[src/rtl/alu_share_arbiter.sv]
// ---------------------------------------------------------------------------
// alu_share_arbiter
//
// Purpose:
//   Shares one combinational ALU between two requesters.
//   - Grants are round-robin. Building with ALU_ARB_FIXED_PRIO_EN defined
//     makes requester 0 always win instead.
//   - Requests and responses use valid/ready handshakes.
//   - Only one operation is in flight at a time. Operands and the result are
//     registered.
//
// Configuration macro:
//   ALU_ARB_FIXED_PRIO_EN  defined   -> fixed priority, requester 0 wins ties
//                          undefined -> round-robin (default)
//
// Ports:
//   clk                    system clock, rising edge
//   reset                  synchronous, active-low reset
//   req{0,1}_valid/ready   request handshake (ready is combinational, IDLE only)
//   req{0,1}_a/b/ctrl      request operands and ALU control code
//   rsp{0,1}_valid/ready   response handshake
//   rsp_result/rsp_zero    registered ALU result and zero flag (shared)
//   alu_a/alu_b/alu_ctrl   registered drive to the external ALU
//   alu_result/alu_zero    external ALU outputs, sampled in EXEC
//   busy                   high whenever the FSM is not IDLE
//
// States:
//   IDLE | waiting for a request; arbitration and accept happen here
//   EXEC | ALU driven from the operand registers; result sampled at the edge
//   RESP | result presented to the granted requester until it is taken
// ---------------------------------------------------------------------------
module alu_share_arbiter #(
  parameter int WIDTH  = 32,
  parameter int CTRL_W = 4
) (
  input  logic              clk,
  input  logic              reset,
  input  logic              req0_valid,
  output logic              req0_ready,
  input  logic [WIDTH-1:0]  req0_a,
  input  logic [WIDTH-1:0]  req0_b,
  input  logic [CTRL_W-1:0] req0_ctrl,
  input  logic              req1_valid,
  output logic              req1_ready,
  input  logic [WIDTH-1:0]  req1_a,
  input  logic [WIDTH-1:0]  req1_b,
  input  logic [CTRL_W-1:0] req1_ctrl,
  output logic              rsp0_valid,
  input  logic              rsp0_ready,
  output logic              rsp1_valid,
  input  logic              rsp1_ready,
  output logic [WIDTH-1:0]  rsp_result,
  output logic              rsp_zero,
  output logic [WIDTH-1:0]  alu_a,
  output logic [WIDTH-1:0]  alu_b,
  output logic [CTRL_W-1:0] alu_ctrl,
  input  logic [WIDTH-1:0]  alu_result,
  input  logic              alu_zero,
  output logic              busy
);

  typedef enum logic [1:0] {
    IDLE = 2'd0,
    EXEC = 2'd1,
    RESP = 2'd2
  } state_t;

  state_t              state_q, state_d;
  logic                grant_id_q, grant_id_d;
  logic [WIDTH-1:0]    op_a_q, op_a_d;
  logic [WIDTH-1:0]    op_b_q, op_b_d;
  logic [CTRL_W-1:0]   op_ctrl_q, op_ctrl_d;
  logic [WIDTH-1:0]    rsp_result_q, rsp_result_d;
  logic                rsp_zero_q, rsp_zero_d;
`ifndef ALU_ARB_FIXED_PRIO_EN
  logic                rr_ptr_q, rr_ptr_d;
`endif

  logic any_valid;
  logic grant_sel;   // requester that would be granted this cycle
  logic rsp_fire;

  // Arbitration: a lone valid requester always wins; ties go to rr_ptr
  // (or to requester 0 in the fixed-priority build).
  always_comb begin
    any_valid = req0_valid | req1_valid;
`ifdef ALU_ARB_FIXED_PRIO_EN
    grant_sel = ~req0_valid;
`else
    grant_sel = (req0_valid & req1_valid) ? rr_ptr_q : ~req0_valid;
`endif
  end

  always_comb begin
    state_d      = state_q;
    grant_id_d   = grant_id_q;
    op_a_d       = op_a_q;
    op_b_d       = op_b_q;
    op_ctrl_d    = op_ctrl_q;
    rsp_result_d = rsp_result_q;
    rsp_zero_d   = rsp_zero_q;
`ifndef ALU_ARB_FIXED_PRIO_EN
    rr_ptr_d     = rr_ptr_q;
`endif
    req0_ready   = 1'b0;
    req1_ready   = 1'b0;
    rsp0_valid   = 1'b0;
    rsp1_valid   = 1'b0;
    rsp_fire     = 1'b0;

    case (state_q)
      IDLE: begin
        // Ready is only raised toward a valid, granted requester, so raising
        // it is itself the handshake.
        if (any_valid) begin
          req0_ready = ~grant_sel;
          req1_ready = grant_sel;
          grant_id_d = grant_sel;
          op_a_d     = grant_sel ? req1_a    : req0_a;
          op_b_d     = grant_sel ? req1_b    : req0_b;
          op_ctrl_d  = grant_sel ? req1_ctrl : req0_ctrl;
          state_d    = EXEC;
        end
      end
      EXEC: begin
        rsp_result_d = alu_result;
        rsp_zero_d   = alu_zero;
        state_d      = RESP;
      end
      RESP: begin
        rsp0_valid = ~grant_id_q;
        rsp1_valid = grant_id_q;
        rsp_fire   = grant_id_q ? rsp1_ready : rsp0_ready;
        if (rsp_fire) begin
`ifndef ALU_ARB_FIXED_PRIO_EN
          rr_ptr_d = ~grant_id_q;
`endif
          state_d  = IDLE;
        end
      end
      default: state_d = IDLE;
    endcase
  end

  always_ff @(posedge clk) begin
    if (!reset) begin
      state_q      <= IDLE;
      grant_id_q   <= 1'b0;
      op_a_q       <= '0;
      op_b_q       <= '0;
      op_ctrl_q    <= '0;
      rsp_result_q <= '0;
      rsp_zero_q   <= 1'b0;
`ifndef ALU_ARB_FIXED_PRIO_EN
      rr_ptr_q     <= 1'b0;
`endif
    end else begin
      state_q      <= state_d;
      grant_id_q   <= grant_id_d;
      op_a_q       <= op_a_d;
      op_b_q       <= op_b_d;
      op_ctrl_q    <= op_ctrl_d;
      rsp_result_q <= rsp_result_d;
      rsp_zero_q   <= rsp_zero_d;
`ifndef ALU_ARB_FIXED_PRIO_EN
      rr_ptr_q     <= rr_ptr_d;
`endif
    end
  end

  // The ALU sees only the operand registers. They keep the last operation's
  // values outside EXEC, which is harmless for a combinational ALU.
  assign alu_a      = op_a_q;
  assign alu_b      = op_b_q;
  assign alu_ctrl   = op_ctrl_q;
  assign rsp_result = rsp_result_q;
  assign rsp_zero   = rsp_zero_q;
  assign busy       = (state_q != IDLE);

endmodule
[config.mk]
export PLATFORM = sky130hd
export DESIGN_NAME = alu_share_arbiter
export DESIGN_NICKNAME = d
export VERILOG_FILES = /design/src/rtl/alu_share_arbiter.sv
export SDC_FILE = /design/constraint.sdc
export NUM_CORES = 1
export LEC_CHECK = 0
export ABC_AREA = 0
export CAP_MARGIN = 20
export CELL_PAD_IN_SITES_DETAIL_PLACEMENT = 0
export CELL_PAD_IN_SITES_GLOBAL_PLACEMENT = 1
export CORE_MARGIN = 3
export CORE_UTILIZATION = 27
export DETAILED_ROUTE_END_ITERATION = 8
export PLACE_DENSITY_LB_ADDON = 0.05
export SYNTH_ARGS = -nofsm -noshare
export SYNTH_HDL_FRONTEND = slang
export SYNTH_SLANG_ARGS = --single-unit
[constraint.sdc]
create_clock -name clk -period 2.4 [get_ports clk]
set_input_delay 0.24 -clock clk [delete_from_list [all_inputs] [get_ports clk]]
set_output_delay 0.24 -clock clk [all_outputs]
set_load 0.02 [all_outputs]
### Word level (Yosys, flattened, before mapping)

Index checks and enable logic that the tools add are counted.

* register bits after elaboration: 105

* multiplexer cells: 14
* bitwise operators: 5
* equality and inequality tests: 4
* reduce and logical (&&, ||, !) cells: 5

Operator list (number)
* 32-bit 2-to-1 mux: 2
* 1-bit 2-to-1 mux: 8
* 2-bit one-hot mux with 3 select lines: 1
* 2-bit AND reduction: 3
* 2-bit 2-to-1 mux: 2
* 4-bit 2-to-1 mux: 1
* 2-bit != test, second input constant: 2
* 1-bit NOT: 3
* 2-bit by 1-bit == test with 1-bit output, second input constant: 1
* 2-bit == test, second input constant: 1
* 2-bit logical NOT: 1
* 2-bit nonzero test: 1
* 1-bit AND: 1
* 1-bit OR: 1

### Logic depth before layout (Yosys ltp)

Gate-level depths: netlist (run 1).

* depth after elaboration: 5
* depth in mapped cells: 7

### Least setup slack after synthesis (run 1)

OpenSTA, ideal clock, no wires.

* path kind: register -> output
* start: register state_q[1]
* end: output port req0_ready
* arrival time: 1.329 ns
* path buffers: 1
* setup slack: 0.831 ns
* required time: 2.160 ns
* stages on the path, launching flop included: 5
* path through: dfxtp_1 -> nor2_1 -> clkbuf_1 -> nand2_1 -> nor2_1

* word-level cells in the longest chain between the ends: 2

Ends and longest elaborated chain
* start, declared: RTL line 68 `state_t state_q, state_d;`
* start signal, assigned: RTL line 158 `state_q <= state_d;`
* 2-bit logical NOT: RTL line 111 `case (state_q)`
* 1-bit 2-to-1 mux: RTL line 111
* end, declared: RTL line 39 `output logic req0_ready,`

No other way between the ends.

### Worst setup path after layout (run 1)

* start: register state_q[1]
* end: output port rsp0_valid

* word-level cells in the longest chain between the ends: 2

Ends and longest elaborated chain
* 2-bit == test: RTL line 111
* 1-bit 2-to-1 mux: RTL line 111
* end, declared: RTL line 48 `output logic rsp0_valid,`

No other way between the ends.

==> results of run 1 <==
critical path: stages, from the launching register on:
cell and delay [ns]:
dfxtp_1 0.42, nor2b_1 0.31, and2_1 0.17, clkdlybuf4s50_1 0.62
routing by layer:
metal | part of all wire | routed length (µm)
met5 | 0 | 0
met3 | 0.079 | 1330
met1 | 0.42 | 7080
met2 | 0.49 | 8260
met4 | 0.016 | 276
cell usage in the layout, fill, tap and decap left out, drive strengths merged:
cell type      count
a211oi             1
a21bo              1
a21boi             1
a21oi            104
a311oi            69
and2               3
buf               11
bufinv             2
clkbuf            14
clkdlybuf4s50    280
clkinv             1
dfxtp            105
diode              1
inv                2
mux2i              1
nand2            203
nand2b             1
nor2               5
nor2b              2
o21ai              1
or2                1
flip-flops by register name, summed over array words and instances (netlist names):
register,count
alu_a,32
alu_ctrl,4
grant_id_q,1
alu_b,32
rr_ptr_q,1
rsp_result,32
rsp_zero,1
state_q,2
kinds of logic after synthesis:
group           count (synthesis)  share of synthesized area
simple gates                  215                      0.187
flops                         105                      0.477
compound gates                177                      0.276
mux                             1                    0.00227
buf+inv                        60                     0.0579
power groups by stage:
stage	registers, mW	clock network [mW]	logic, mW
finish	2.03	1.62	1.53
global placement	2.06	0	1.54
detailed placement	2.06	0	1.55
floorplan	2.27	0	0.518
CTS	2.03	1.67	1.55
global route	2.05	1.74	1.64
area by class of cell:
class	count	share of cell area
multi-input cells	393	0.269
inverters	3	0.00162
repair buffers	291	0.379
diodes	1	0.000325
clock buffers	14	0.0342
flip-flops and latches	105	0.273
well taps	216	0.0351
clock inverters	2	0.00779
through the flow:
stage               instance area (µm²)   util  power, mW
floorplan                          4410      -       2.79
detailed placement                 7380  0.463       3.61
global placement                   7380  0.463       3.60
finish                             7710  0.484       5.17
global route                       7710  0.484       5.43
CTS                                7710  0.483       5.25
how the worst max path moves through the flow:
stage                from          to  slack (ns)  cells after the start
2_1_floorplan  state_q[1]  req0_ready        0.83                      4
3_3_place_gp   req1_valid   alu_a[31]        0.20                      6
3_5_place_dp   req1_valid   alu_a[15]        0.14                      6
4_1_cts        state_q[1]  rsp0_valid        0.28                      3
5_1_grt        state_q[1]  rsp1_valid        0.21                      3
6_report       state_q[1]  rsp0_valid        0.29                      3
==> run summary, run 1 <==
Gr usage total - 0.183
Pre-antenna DRT Iters - 4
Synth top area share - 0.477
Initial Util - 0.277
Setup TNS - 0 ns
Hold buffers post-CTS - 0
Vias - 4,867
Area Overhead vs Synth - 74.8%
Avg Cell Area, Syn - 7.90 µm²
Worst-margin pin slew - 0.670 ns
Period Utilization, post-route - 0.878
Leakage - 2.81 nW
Port Buffers - 280
Total CTS buffers - 9
Final max-slew violation count - 0
GRT busiest layer - met2
Min Tclk post-route - 2.11 ns
DP HPWL - 11,500 µm
Largest net degree at the start of global routing - 70
# fillers - 1,537
DRC viols - 0
CTS root buffer - clkbuf_16
Ports - 281
Fin. Hold Viols - 0
Storage element area - 2100 µm²
Arr. time, crit path - 1.87 ns
Avg WL per Cell - 16.5 µm
Worst-skew pair later-pin latency - 0.34 ns
Comb power frac - 0.296
Reg power frac - 0.392
Slew margin rel. - 0.554
Hold/Removal Path Class - input pin to register
Most frequent cell after synthesis - nand2_1
CTS tree - yes
WHS - 0.448 ns
Reg-to-Reg End - alu_a[15]
Max Cap Viol - 0
Cells after Synth - 558
Synth area leader - dfxtp_1
CP max FO - 5
FF-to-FF Start - state_q[1]
Clock sink count - 105
Final setup viols - 0
Hold_sp - alu_result[1]
Pre-CTS WS - 0.136 ns
CP endpoint kind - output port
Routing usage on met3 - 0.0510
Ys async rst share - 0
Synth cell types - 22
Layout cells sized above 1 - 0.0507
Worst vdd ir - 0.331 mV
Multi-input gate area - 2070 µm²
RSZ-0062 raised after global routing - no
Final #Nets - 978
Startpoint Class - register
Seq cells post-synth - 105
Placed insts - 1,008
Switch Pwr - 1.50 mW
First-pass GRT wire length - 26,300 µm
Final wirelength - 17,000 µm
Pwr/cell area - 671 nW/µm²
Status - finished, final reports clean
Net Sw Frac - 0.291
Die width - 134 µm
Synth top cells by count - nand2_1, dfxtp_1, a21oi_1, a311oi_1, clkbuf_1
Core ar. - 15,900 µm²
Post-CTS sizing - 0
Setup Skew - 0.00740 ns
Layout Cells excl Fill - 1,025
Max Fclk - 475 MHz
Clk slew on worst S/H paths - 0.07 ns
Number of synthesized flops with an enable pin - 0
Vias in the first global route - 4,755
WS Path Type - register to output port
Post-CTS setup buffers - 0
Total die area - 17,900 µm²
Worst reg2reg setup slack - 0.61 ns
GPL Wtd Cong - 0.786
Leading register cell type out of synthesis - dfxtp_1
Die H - 134 µm
Hold depth - 3
Final worst slack - 0.294 ns
M2 GR Usage - 0.296
Initial DRC count - 278
Via density - 4.75
Clock network fraction of total power - 0.312
Reg2Reg Depth - 5
Gr ovfl total - 0
Synthesis Warnings - 0
Htree depth - 3
CTS max path bufs - 2
Seq/Total Area, Yosys - 0.477
Min-Delay Endpoint - rsp_result[1]
Antenna violations before repair - 1
Mapped cell area - 4410 µm²
Core Rows - 46
Final ANT Viol Nets - 0
Met1 usage - 0.236
Internal cell power - 3.67 mW
Syn_nets - 733
Critical Path RT - 2.16 ns
Ranking of synthesized cells by area - dfxtp_1, nand2_1, a21oi_1, a311oi_1, clkbuf_1
(Power assumes the default switching activity.)
==> inputs of run 2 (changes only) <==
--- a/config.mk
+++ b/config.mk
@@ -13,6 +13,7 @@
 export CORE_UTILIZATION = 27
 export DETAILED_ROUTE_END_ITERATION = 8
 export PLACE_DENSITY_LB_ADDON = 0.05
+export SETUP_SLACK_MARGIN = 0.05
 export SYNTH_ARGS = -nofsm -noshare
 export SYNTH_HDL_FRONTEND = slang
 export SYNTH_SLANG_ARGS = --single-unit
==> constraint.sdc (replaced) <==
create_clock -name clk -period 2.5 [get_ports clk]
set_input_delay 0.25 -clock clk [delete_from_list [all_inputs] [get_ports clk]]
set_output_delay 0.25 -clock clk [all_outputs]
set_load 0.02 [all_outputs]
==> run 2 against run 1 <==
  * Sequential power is 4% lower
  * Sequential cell count did not move
  * Utilization fell by 0.13 points
  * Routed wire length is 2.9% higher
  * Hold slack worse by 0.0085 ns
  * Combinational power decreased by 3%
==> run summary, run 2 (synthesized netlist as in run 1, its figures left out) <==
Status - finished, final reports clean (unchanged)
Die H - 134 µm (unchanged)
DP HPWL - 11,500 µm (about the same)
Worst reg2reg setup slack - 0.65 ns (was 0.61 ns)
Slew margin rel. - 0.474 (was 0.554)
Leakage - 2.79 nW (was 2.81 nW)
Reg-to-Reg End - alu_a[31] (was alu_a[15])
Hold depth - 3 (unchanged)
Final ANT Viol Nets - 0 (unchanged)
CTS max path bufs - 2 (unchanged)
Reg2Reg Depth - 4 (was 5)
Worst-skew pair later-pin latency - 0.36 ns (was 0.34 ns)
Gr usage total - 0.190 (was 0.183)
Pwr Total - 4.80 mW (was 5.17 mW)
Initial DRC count - 212 (was 278)
CTS tree - yes (unchanged)
Worst-margin pin slew - 0.790 ns (was 0.670 ns)
WS Path Type - register to output port (unchanged)
Pwr/cell area - 624 nW/µm² (was 671 nW/µm²)
Antenna violations before repair - 0 (was 1)
Worst vdd ir - 0.380 mV (was 0.331 mV)
Total die area - 17,900 µm² (unchanged)
Post-CTS setup buffers - 0 (unchanged)
Ports - 281 (unchanged)
Vias - 4,966 (was 4,867)
CP max FO - 5 (unchanged)
Fin. Hold Viols - 0 (unchanged)
Total CTS buffers - 9 (unchanged)
Max Fclk - 471 MHz
Min-Delay Endpoint - rsp_result[3] (was rsp_result[1])
Gr ovfl total - 0 (unchanged)
Pre-antenna DRT Iters - 4 (unchanged)
Die width - 134 µm (unchanged)
Most frequent cells in the layout - clkdlybuf4s50_1, nand2_1, dfxtp_1 (unchanged)
RSZ-0062 raised after global routing - no (unchanged)
Initial Util - 0.277 (unchanged)
Final #Nets - 976 (was 978)
Hold buffers post-CTS - 0 (unchanged)
First-pass GRT wire length - 27,200 µm (was 26,300 µm)
Clk slew on worst S/H paths - 0.08 ns (was 0.07 ns)
Clock sink count - 105 (unchanged)
Fin util - 0.482 (was 0.484)
DRC viols - 0 (unchanged)
Arr. time, crit path - 1.87 ns (about the same)
Vias in the first global route - 4,846 (was 4,755)
FF-to-FF Start - state_q[1] (unchanged)
ANT cells - 0 (was 1)
Via density - 4.86 (was 4.75)
Final setup viols - 0 (unchanged)
GPL Wtd Cong - 0.752 (was 0.786)
Placed insts - 1,006 (was 1,008)
Avg WL per Cell - 17.1 µm (was 16.5 µm)
Commonest non-fill, non-tap cell in the layout - clkdlybuf4s50_1 (unchanged)
Layout cells sized above 1 - 0.0509 (was 0.0507)
Core ar. - 15,900 µm² (unchanged)
Final max-slew violation count - 0 (unchanged)
Hold_sp - alu_result[3] (was alu_result[1])
Layout Cells excl Fill - 1,022 (was 1,025)
Hold/Removal Path Class - input pin to register (unchanged)
Period Utilization, post-route - 0.849
Post-CTS sizing - 0 (unchanged)
Critical Path RT - 2.25 ns (was 2.16 ns)
CP endpoint kind - output port (unchanged)
Core Rows - 46 (unchanged)
Area Overhead vs Synth - 74.4% (was 74.8%)
Min Tclk post-route - 2.12 ns
Htree depth - 3 (unchanged)
Largest net degree at the start of global routing - 70 (unchanged)
Max Cap Viol - 0 (unchanged)
Setup TNS - 0 ns (unchanged)
Startpoint Class - register (unchanged)
Port Buffers - 280 (unchanged)
CTS root buffer - clkbuf_16 (unchanged)
Final wirelength - 17,400 µm (was 17,000 µm)
Setup Skew - 0.00745 ns (was 0.00740 ns)
[run 2: how the worst max path moves through the flow]
stage,from,to,slack (ns)
CTS,state_q[1],rsp1_valid,0.35
global placement,req1_valid,req1_ready,0.45
finish,state_q[1],rsp1_valid,0.38
floorplan,state_q[1],req0_ready,0.92
detailed placement,req1_valid,req1_ready,0.41
global route,state_q[1],req1_ready,0.29
[run 2: final cells by class]
class	instances	area (µm²)
Clock buffer	11	243
Clock inverter	5	41.3
Fill cell	1571	8250
Inverter	3	12.5
Multi-Input combinational cell	393	2070
Sequential cell	105	2100
Tap cell	216	270
Timing Repair Buffer	289	2950
[run 2: where the power goes]
part | internal, mW | switching [mW]
combinational | 0.739 | 0.740
sequential | 1.85 | 0.0920
clock | 0.710 | 0.669
total | 3.30 | 1.50
[run 2: stage by stage]
| stage | setup WS (ns) | hold slack (ns) | area [µm²] |
|---|---|---|---|
| finish | 0.378 | 0.440 | 7690 |
| global route | 0.293 | 0.425 | 7690 |
| CTS | 0.353 | 0.421 | 7690 |
| detailed placement | 0.411 | 0.446 | 7400 |
| global placement | 0.448 | 0.441 | 7400 |
| floorplan | 0.921 | 0.363 | 4410 |
[run 2: routing by layer]
layer / up-vias / wire length, µm / global-route usage
li1: 2434 / - / -
met1: 2305 / 7400 / 0.237
met2: 212 / 8230 / 0.312
met3: 15 / 1600 / 0.0754
met4: 0 / 198 / 0.0406
met5: - / 0 / 0
[run 2: critical path, cell delays in order (launching register included)]
cell and delay, ns:
dfxtp_1 0.41, nor2b_1 0.31, and2_1 0.19, clkdlybuf4s50_1 0.62
